[config.mk]
export PLATFORM = sky130hd
export DESIGN_NAME = pipe_phy_responder
export DESIGN_NICKNAME = d
export VERILOG_FILES = /design/src/rtl/pipe_phy_pkg.sv /design/src/rtl/pipe_phy_lat_timer.sv /design/src/rtl/pipe_phy_responder.sv
export SDC_FILE = /design/constraint.sdc
export NUM_CORES = 1
export LEC_CHECK = 0
export BUFFER_PORTS_ARGS = -buffer_cell sky130_fd_sc_hd__buf_2
export CAP_MARGIN = 10
export CELL_PAD_IN_SITES_DETAIL_PLACEMENT = 1
export CELL_PAD_IN_SITES_GLOBAL_PLACEMENT = 2
export CORE_ASPECT_RATIO = 1.25
export CORE_MARGIN = 4
export CORE_UTILIZATION = 33
export DETAILED_ROUTE_END_ITERATION = 10
export HOLD_SLACK_MARGIN = 0.02
export PLACE_DENSITY = 0.89
export SLEW_MARGIN = 40
export SYNTH_ARGS = -nofsm -noshare
export SYNTH_HDL_FRONTEND = slang
export SYNTH_SLANG_ARGS = --single-unit
[constraint.sdc]
create_clock -name CLK -period 7.8 [get_ports CLK]
set_input_delay 0.78 -clock CLK [delete_from_list [all_inputs] [get_ports CLK]]
set_output_delay 0.78 -clock CLK [all_outputs]
set_load 0.005 [all_outputs]
[src/rtl/pipe_phy_pkg.sv]
// rtl/pipe_phy_pkg.sv - shared types and encodings for the PIPE PHY responder
package pipe_phy_pkg;

    typedef enum logic [2:0] {
        RST_HOLD,
        IDLE,
        RATE_WAIT,
        RATE_ACK,
        PD_WAIT,
        DETECT
    } phy_state_t;

    localparam logic [3:0] PD_P0  = 4'd0;
    localparam logic [3:0] PD_P0S = 4'd1;
    localparam logic [3:0] PD_P1  = 4'd2;
    localparam logic [3:0] PD_P2  = 4'd3;

    localparam logic [2:0] RXS_OK       = 3'b000;
    localparam logic [2:0] RXS_DETECTED = 3'b011;

    localparam int LAT_W = 16;

    // A zero latency would leave the timer done on load, so it is promoted to one cycle.
    function automatic logic [LAT_W-1:0] lat_norm(input int lat);
        return (lat < 1) ? LAT_W'(1) : LAT_W'(lat);
    endfunction

endpackage

[src/rtl/pipe_phy_lat_timer.sv]
// rtl/pipe_phy_lat_timer.sv - loadable down-counter with done flag for handshake latencies
module pipe_phy_lat_timer
    import pipe_phy_pkg::*;
#(
    parameter logic [LAT_W-1:0] RST_VAL = 1
) (
    input  logic             clk,
    input  logic             rst,
    input  logic             load,
    input  logic [LAT_W-1:0] load_val,
    output logic             done
);

    logic [LAT_W-1:0] count;

    always_ff @(posedge clk or posedge rst) begin
        if (rst) begin
            count <= RST_VAL;
        end else if (load) begin
            count <= load_val;
        end else if (count != '0) begin
            count <= count - LAT_W'(1);
        end
    end

    assign done = (count == '0);

endmodule

[src/rtl/pipe_phy_responder.sv]
// rtl/pipe_phy_responder.sv - behavioural PHY side of the PIPE control handshakes
module pipe_phy_responder
    import pipe_phy_pkg::*;
#(
    parameter int LANESNUMBER = 16,
    parameter int RESET_LAT   = 8,
    parameter int DETECT_LAT  = 4,
    parameter int PD_LAT      = 2,
    parameter int RATE_LAT    = 6,
    parameter int RX_PRESENT  = 1
) (
    input  logic                     CLK,
    input  logic                     reset,
    input  logic [LANESNUMBER-1:0]   TxDetectRx_Loopback,
    input  logic [LANESNUMBER-1:0]   TxElecIdle,
    input  logic [4*LANESNUMBER-1:0] PowerDown,
    input  logic [3:0]               Rate,
    input  logic                     PclkChangeAck,
    output logic [LANESNUMBER-1:0]   PhyStatus,
    output logic [3*LANESNUMBER-1:0] RxStatus,
    output logic [LANESNUMBER-1:0]   RxElectricalIdle,
    output logic                     PclkChangeOk
);

    localparam logic [LAT_W-1:0] RST_L    = lat_norm(RESET_LAT);
    localparam logic [LAT_W-1:0] DET_L    = lat_norm(DETECT_LAT);
    localparam logic [LAT_W-1:0] PD_L     = lat_norm(PD_LAT);
    localparam logic [LAT_W-1:0] RATE_L   = lat_norm(RATE_LAT);
    localparam logic [2:0]       DET_CODE = (RX_PRESENT != 0) ? RXS_DETECTED : RXS_OK;

    phy_state_t               state;
    logic [3:0]               rate_q;
    logic [4*LANESNUMBER-1:0] pd_q;
    logic                     det_flag;
    logic [LANESNUMBER-1:0]   det_prev;

    logic             rate_chg;
    logic             pd_chg;
    logic             det_set;
    logic             det_pend;
    logic             tmr_load;
    logic [LAT_W-1:0] tmr_val;
    logic             tmr_done;

    // Only a rising detect request while lane 0 sits in P1 is a receiver detect; otherwise it is loopback.
    assign det_set  = (|(TxDetectRx_Loopback & ~det_prev)) &&
                      (PowerDown[3:0] == PD_P1) && (state != RST_HOLD);
    assign det_pend = det_flag | det_set;
    assign rate_chg = (Rate != rate_q);
    assign pd_chg   = (PowerDown != pd_q);

    always_comb begin
        tmr_load = 1'b0;
        tmr_val  = PD_L;
        if (state == IDLE) begin
            if (rate_chg) begin
                tmr_load = 1'b1;
                tmr_val  = RATE_L;
            end else if (pd_chg) begin
                tmr_load = 1'b1;
                tmr_val  = PD_L;
            end else if (det_pend) begin
                tmr_load = 1'b1;
                tmr_val  = DET_L;
            end
        end
    end

    pipe_phy_lat_timer #(
        .RST_VAL (RST_L)
    ) u_timer (
        .clk      (CLK),
        .rst      (reset),
        .load     (tmr_load),
        .load_val (tmr_val),
        .done     (tmr_done)
    );

    always_ff @(posedge CLK or posedge reset) begin
        if (reset) begin
            state            <= RST_HOLD;
            PhyStatus        <= '1;
            RxStatus         <= '0;
            RxElectricalIdle <= '1;
            PclkChangeOk     <= 1'b0;
            pd_q             <= {LANESNUMBER{PD_P1}};
            rate_q           <= 4'd0;
            det_flag         <= 1'b0;
            det_prev         <= '0;
        end else begin
            det_prev         <= TxDetectRx_Loopback;
            RxElectricalIdle <= (state == RST_HOLD) ? '1 : TxElecIdle;
            RxStatus         <= '0;
            PhyStatus        <= '0;
            det_flag         <= det_flag | det_set;
            case (state)
                RST_HOLD: begin
                    if (tmr_done) begin
                        rate_q <= Rate;
                        pd_q   <= PowerDown;
                        state  <= IDLE;
                    end else begin
                        PhyStatus <= '1;
                    end
                end
                IDLE: begin
                    if (rate_chg) begin
                        state <= RATE_WAIT;
                    end else if (pd_chg) begin
                        state <= PD_WAIT;
                    end else if (det_pend) begin
                        state <= DETECT;
                    end
                end
                RATE_WAIT: begin
                    if (tmr_done) begin
                        PclkChangeOk <= 1'b1;
                        state        <= RATE_ACK;
                    end
                end
                RATE_ACK: begin
                    if (PclkChangeAck) begin
                        PclkChangeOk <= 1'b0;
                        PhyStatus    <= '1;
                        rate_q       <= Rate;
                        state        <= IDLE;
                    end
                end
                PD_WAIT: begin
                    if (tmr_done) begin
                        PhyStatus <= '1;
                        pd_q      <= PowerDown;
                        state     <= IDLE;
                    end
                end
                DETECT: begin
                    if (tmr_done) begin
                        PhyStatus <= '1;
                        RxStatus  <= {LANESNUMBER{DET_CODE}};
                        // A fresh edge landing on the result cycle stays pending.
                        det_flag  <= det_set;
                        state     <= IDLE;
                    end
                end
                default: state <= IDLE;
            endcase
        end
    end

endmodule
==> run_results.csv <==
group,metric,value,unit
clocking,cts-hold-fix-buffers,0,
synth,yosysSeqAreaShare,0.510,
power,p_clk_frac,0.303,
layout,final_common_cell,"nand2_1",
power,leakage,0.00350,uW
power,p_per_area,344,nW/um2
global_routing,antenna_found_initial,4,
global_routing,grt_pass1_wl,25300,um
drt,drt_iter0_markers,130,
drt,wl_per_cell,15.4,um
clocking,cts.clk_slew.worst_paths,0.06,ns
drt,wirelength,15400,um
setup_path,critPathKind,"register to register",
setup_path,start_kind,"register",
timing,worst_pin_slew,0.790,ns
clocking,cts_tree,"done",
power,total_power,2530,uW
clocking,post_cts_buffers,0,
floorplan,fp.dieW,130,um
synth,ys.warnings.count,0,
synth,synth.avg_cell_area,9.57,um2
synth,synthMuxAreaShare,0.00736,
timing,layout_min_cycle_time,2.71,ns
timing,setup_tns,0,ns
global_routing,use_met1,0.184,
clocking,insertion_delay,0.41,ns
timing,drv_slew,0,
timing,slew_headroom,0.473,
timing,layout_setup_ws,5.09,ns
timing,hold_viol_final,0,
synth,synthFlopType,"dfrtp_1",
timing,post-route-period-util,0.347,
placed_design,numPortBuffers,167,
clocking,numClockSinks,123,
power,power.internal,1740,uW
synth,synth_edf_count,0,
job,drv_cap,0,
setup_path,end_kind,"register",
clocking,cts_made_buffers,17,
worst_hold_path,hp-class,"primary input to async pin",
global_routing,met2_usage,0.271,
timing,fmax,0.369,GHz
synth,synthAdderAreaFrac,0.00409,
global_routing,grt_max_degree,66,
power,p_comb_frac,0.272,
global_routing,met3_usage,0.0395,
synth,synth_top_family_by_area,"simple AND/OR/NAND/NOR gates",
timing,fin_worst_skew,0.00982,ns
setup_path,worstPathRequired,8.09,ns
floorplan,start_util,0.337,
synth,synth_compound_area_frac,0.0268,
layout,layout_common_cells,"203 x nand2_1, 167 x buf_2, 89 x dfrtp_1",
setup_path,worst_ep_arrival_time,2.99,ns
synth,yosys_register_bits,123,
timing,final-setup-viol-count,0,
floorplan,dieArea,20800,um2
global_routing,grt_pass1_vias,4837,
floorplan,coreArea,18200,um2
layout,final_util,0.405,
global_routing,grt.overflow.total,0,
drt,route.vias.total,4536,
drt,drc,0,
placed_design,dp_slack,4.94,ns
synth,ys_async_sr_fraction,1.00,
global_routing,track_usage,0.156,
synth,synth_cell_types,47,
power,p_sw_frac,0.312,
setup_path,crit_fanout,65,
power,pwr-share-seq,0.425,
floorplan,row_count,55,
clocking,cts-resized-gates,0,
run_status,status,"complete, no violations",
drt,vias_per_cell,4.51,
synth,syn_area,6120,um2
power,vdd_drop_max,0.138,mV
power,switchingPower,790,uW
timing,rsz0062_at_grt,"no",
drt,firstDrtPassIters,4,
floorplan,num_io_pins,184,
synth,yosys.area_share.simple,0.232,
floorplan,die_h,160,um
placed_design,place.gp.congestion,0.737,
clocking,cts-root-buf,"clkbuf_16",
synth,synthXorXnorAreaFrac,0.117,
clocking,htreeDepth,4,
layout,register_area,3120,um2
layout,drive_gt1_frac,0.335,
clocking,clockBufferDepth,2,
layout,nets,868,
placed_design,dp_hpwl,11300,um
synth,synth_cells,640,
layout,syn2layout_area_growth,20.1,%
drt,ant_nets,0,
layout,num-fill-cells,2193,
layout,multiInputGateArea,2440,um2
global_routing,top_usage_layer,"met2",
final timing paths:
kind,cells after the start,end,startpoint,slack [ns]
worst max-delay path,7,rate_q[2]$_DFFE_PP0P_,u_timer.count[0]$_DFFE_PP0P_,5.09
worst min-delay path,2,det_prev[15]$_DFF_PP0_,reset,0.38
worst max register to register,7,rate_q[2]$_DFFE_PP0P_,u_timer.count[0]$_DFFE_PP0P_,5.09
worst min register to register,2,pd_q[1]$_DFFE_PP1P_,pd_q[1]$_DFFE_PP1P_,0.46
max in group asynchronous,3,u_timer.count[11]$_DFFE_PP0P_,reset,6.43
min in group CLK,2,pd_q[1]$_DFFE_PP1P_,pd_q[1]$_DFFE_PP1P_,0.46
state kept, by name (all words and copies together) (netlist names):
name,flops
pd_q,64
RxElectricalIdle,16
det_prev,16
u_timer.count,16
rate_q,4
state,3
PclkChangeOk,1
PhyStatus,1
RxStatus,1
det_flag,1
cells in the mapped netlist, types with 3 or more instances:
library cell    n  area share
nand2_1       203        0.12
dfrtp_1        89        0.36
xnor2_1        77        0.11
buf_4          63       0.077
dfstp_2        34        0.15
nand4_1        19       0.019
nor3_1         17       0.014
inv_1          16      0.0098
or2_2          16       0.016
buf_2          15       0.012
nor2_1         13      0.0080
nor4_1          8      0.0082
nand2b_1        7      0.0072
xor2_1          5      0.0072
clkbuf_1        4      0.0025
mux2_1          4      0.0074
nand3_1         4      0.0033
o22ai_1         4      0.0041
a211oi_1        3      0.0037
a21oi_1         3      0.0025
nor3_2          3      0.0049
o21ai_0         3      0.0025
stage by stage:
stage | instances | instance area, um2 | hold slack [ns]
CTS | 1004 | 7350 | 0.394
floorplan | 655 | 6180 | 0.441
global placement | 972 | 6780 | 0.447
global route | 1006 | 7350 | 0.414
finish | 1006 | 7350 | 0.382
detailed placement | 972 | 6780 | 0.454
critical path, cell delays in order, from the launching register on:
cell,delay [ns]
dfrtp_1,0.40
inv_1,0.11
ha_1,0.15
nor4b_2,0.31
nand4_2,0.27
or3_4,0.68
a21oi_4,0.31
mux2_1,0.34
area by class of cell:
| class | count | share of cell area |
|---|---|---|
| diodes | 2 | 0.000681 |
| clock buffers | 24 | 0.0655 |
| clock inverters | 8 | 0.0124 |
| inverters | 16 | 0.00851 |
| multi-input cells | 434 | 0.332 |
| flip-flops and latches | 123 | 0.424 |
| well taps | 228 | 0.0388 |
| repair buffers | 171 | 0.118 |
logic make-up (layout without fill, tap and decap cells):
family	after synthesis	count (layout)
buffers and inverters	98	219
multiplexers	4	4
other	1	18
XOR/XNOR	82	82
adder cells (fa/ha/maj)	2	2
AO/OA/AOI/OAI	22	22
AND/OR/NAND/NOR	308	308
flip-flops	123	123
power groups by stage:
| stage | Sequential, uW | Clock (uW) | Combinational (uW) |
|---|---|---|---|
| after global routing | 1110 | 818 | 792 |
| final | 1070 | 766 | 689 |
| after global placement | 1070 | 0 | 682 |
| after detailed placement | 1080 | 0 | 698 |
| after CTS | 1080 | 787 | 707 |
| after floorplan | 1050 | 0 | 546 |
layer usage:
metal  part of all wire  vias to the layer above
met5             0.0014                        -
met4              0.019                        4
met3              0.044                       28
met2               0.54                       92
met1               0.40                     2193
li1                   -                     2219
No activity file was read; power rests on OpenSTA's default activity.
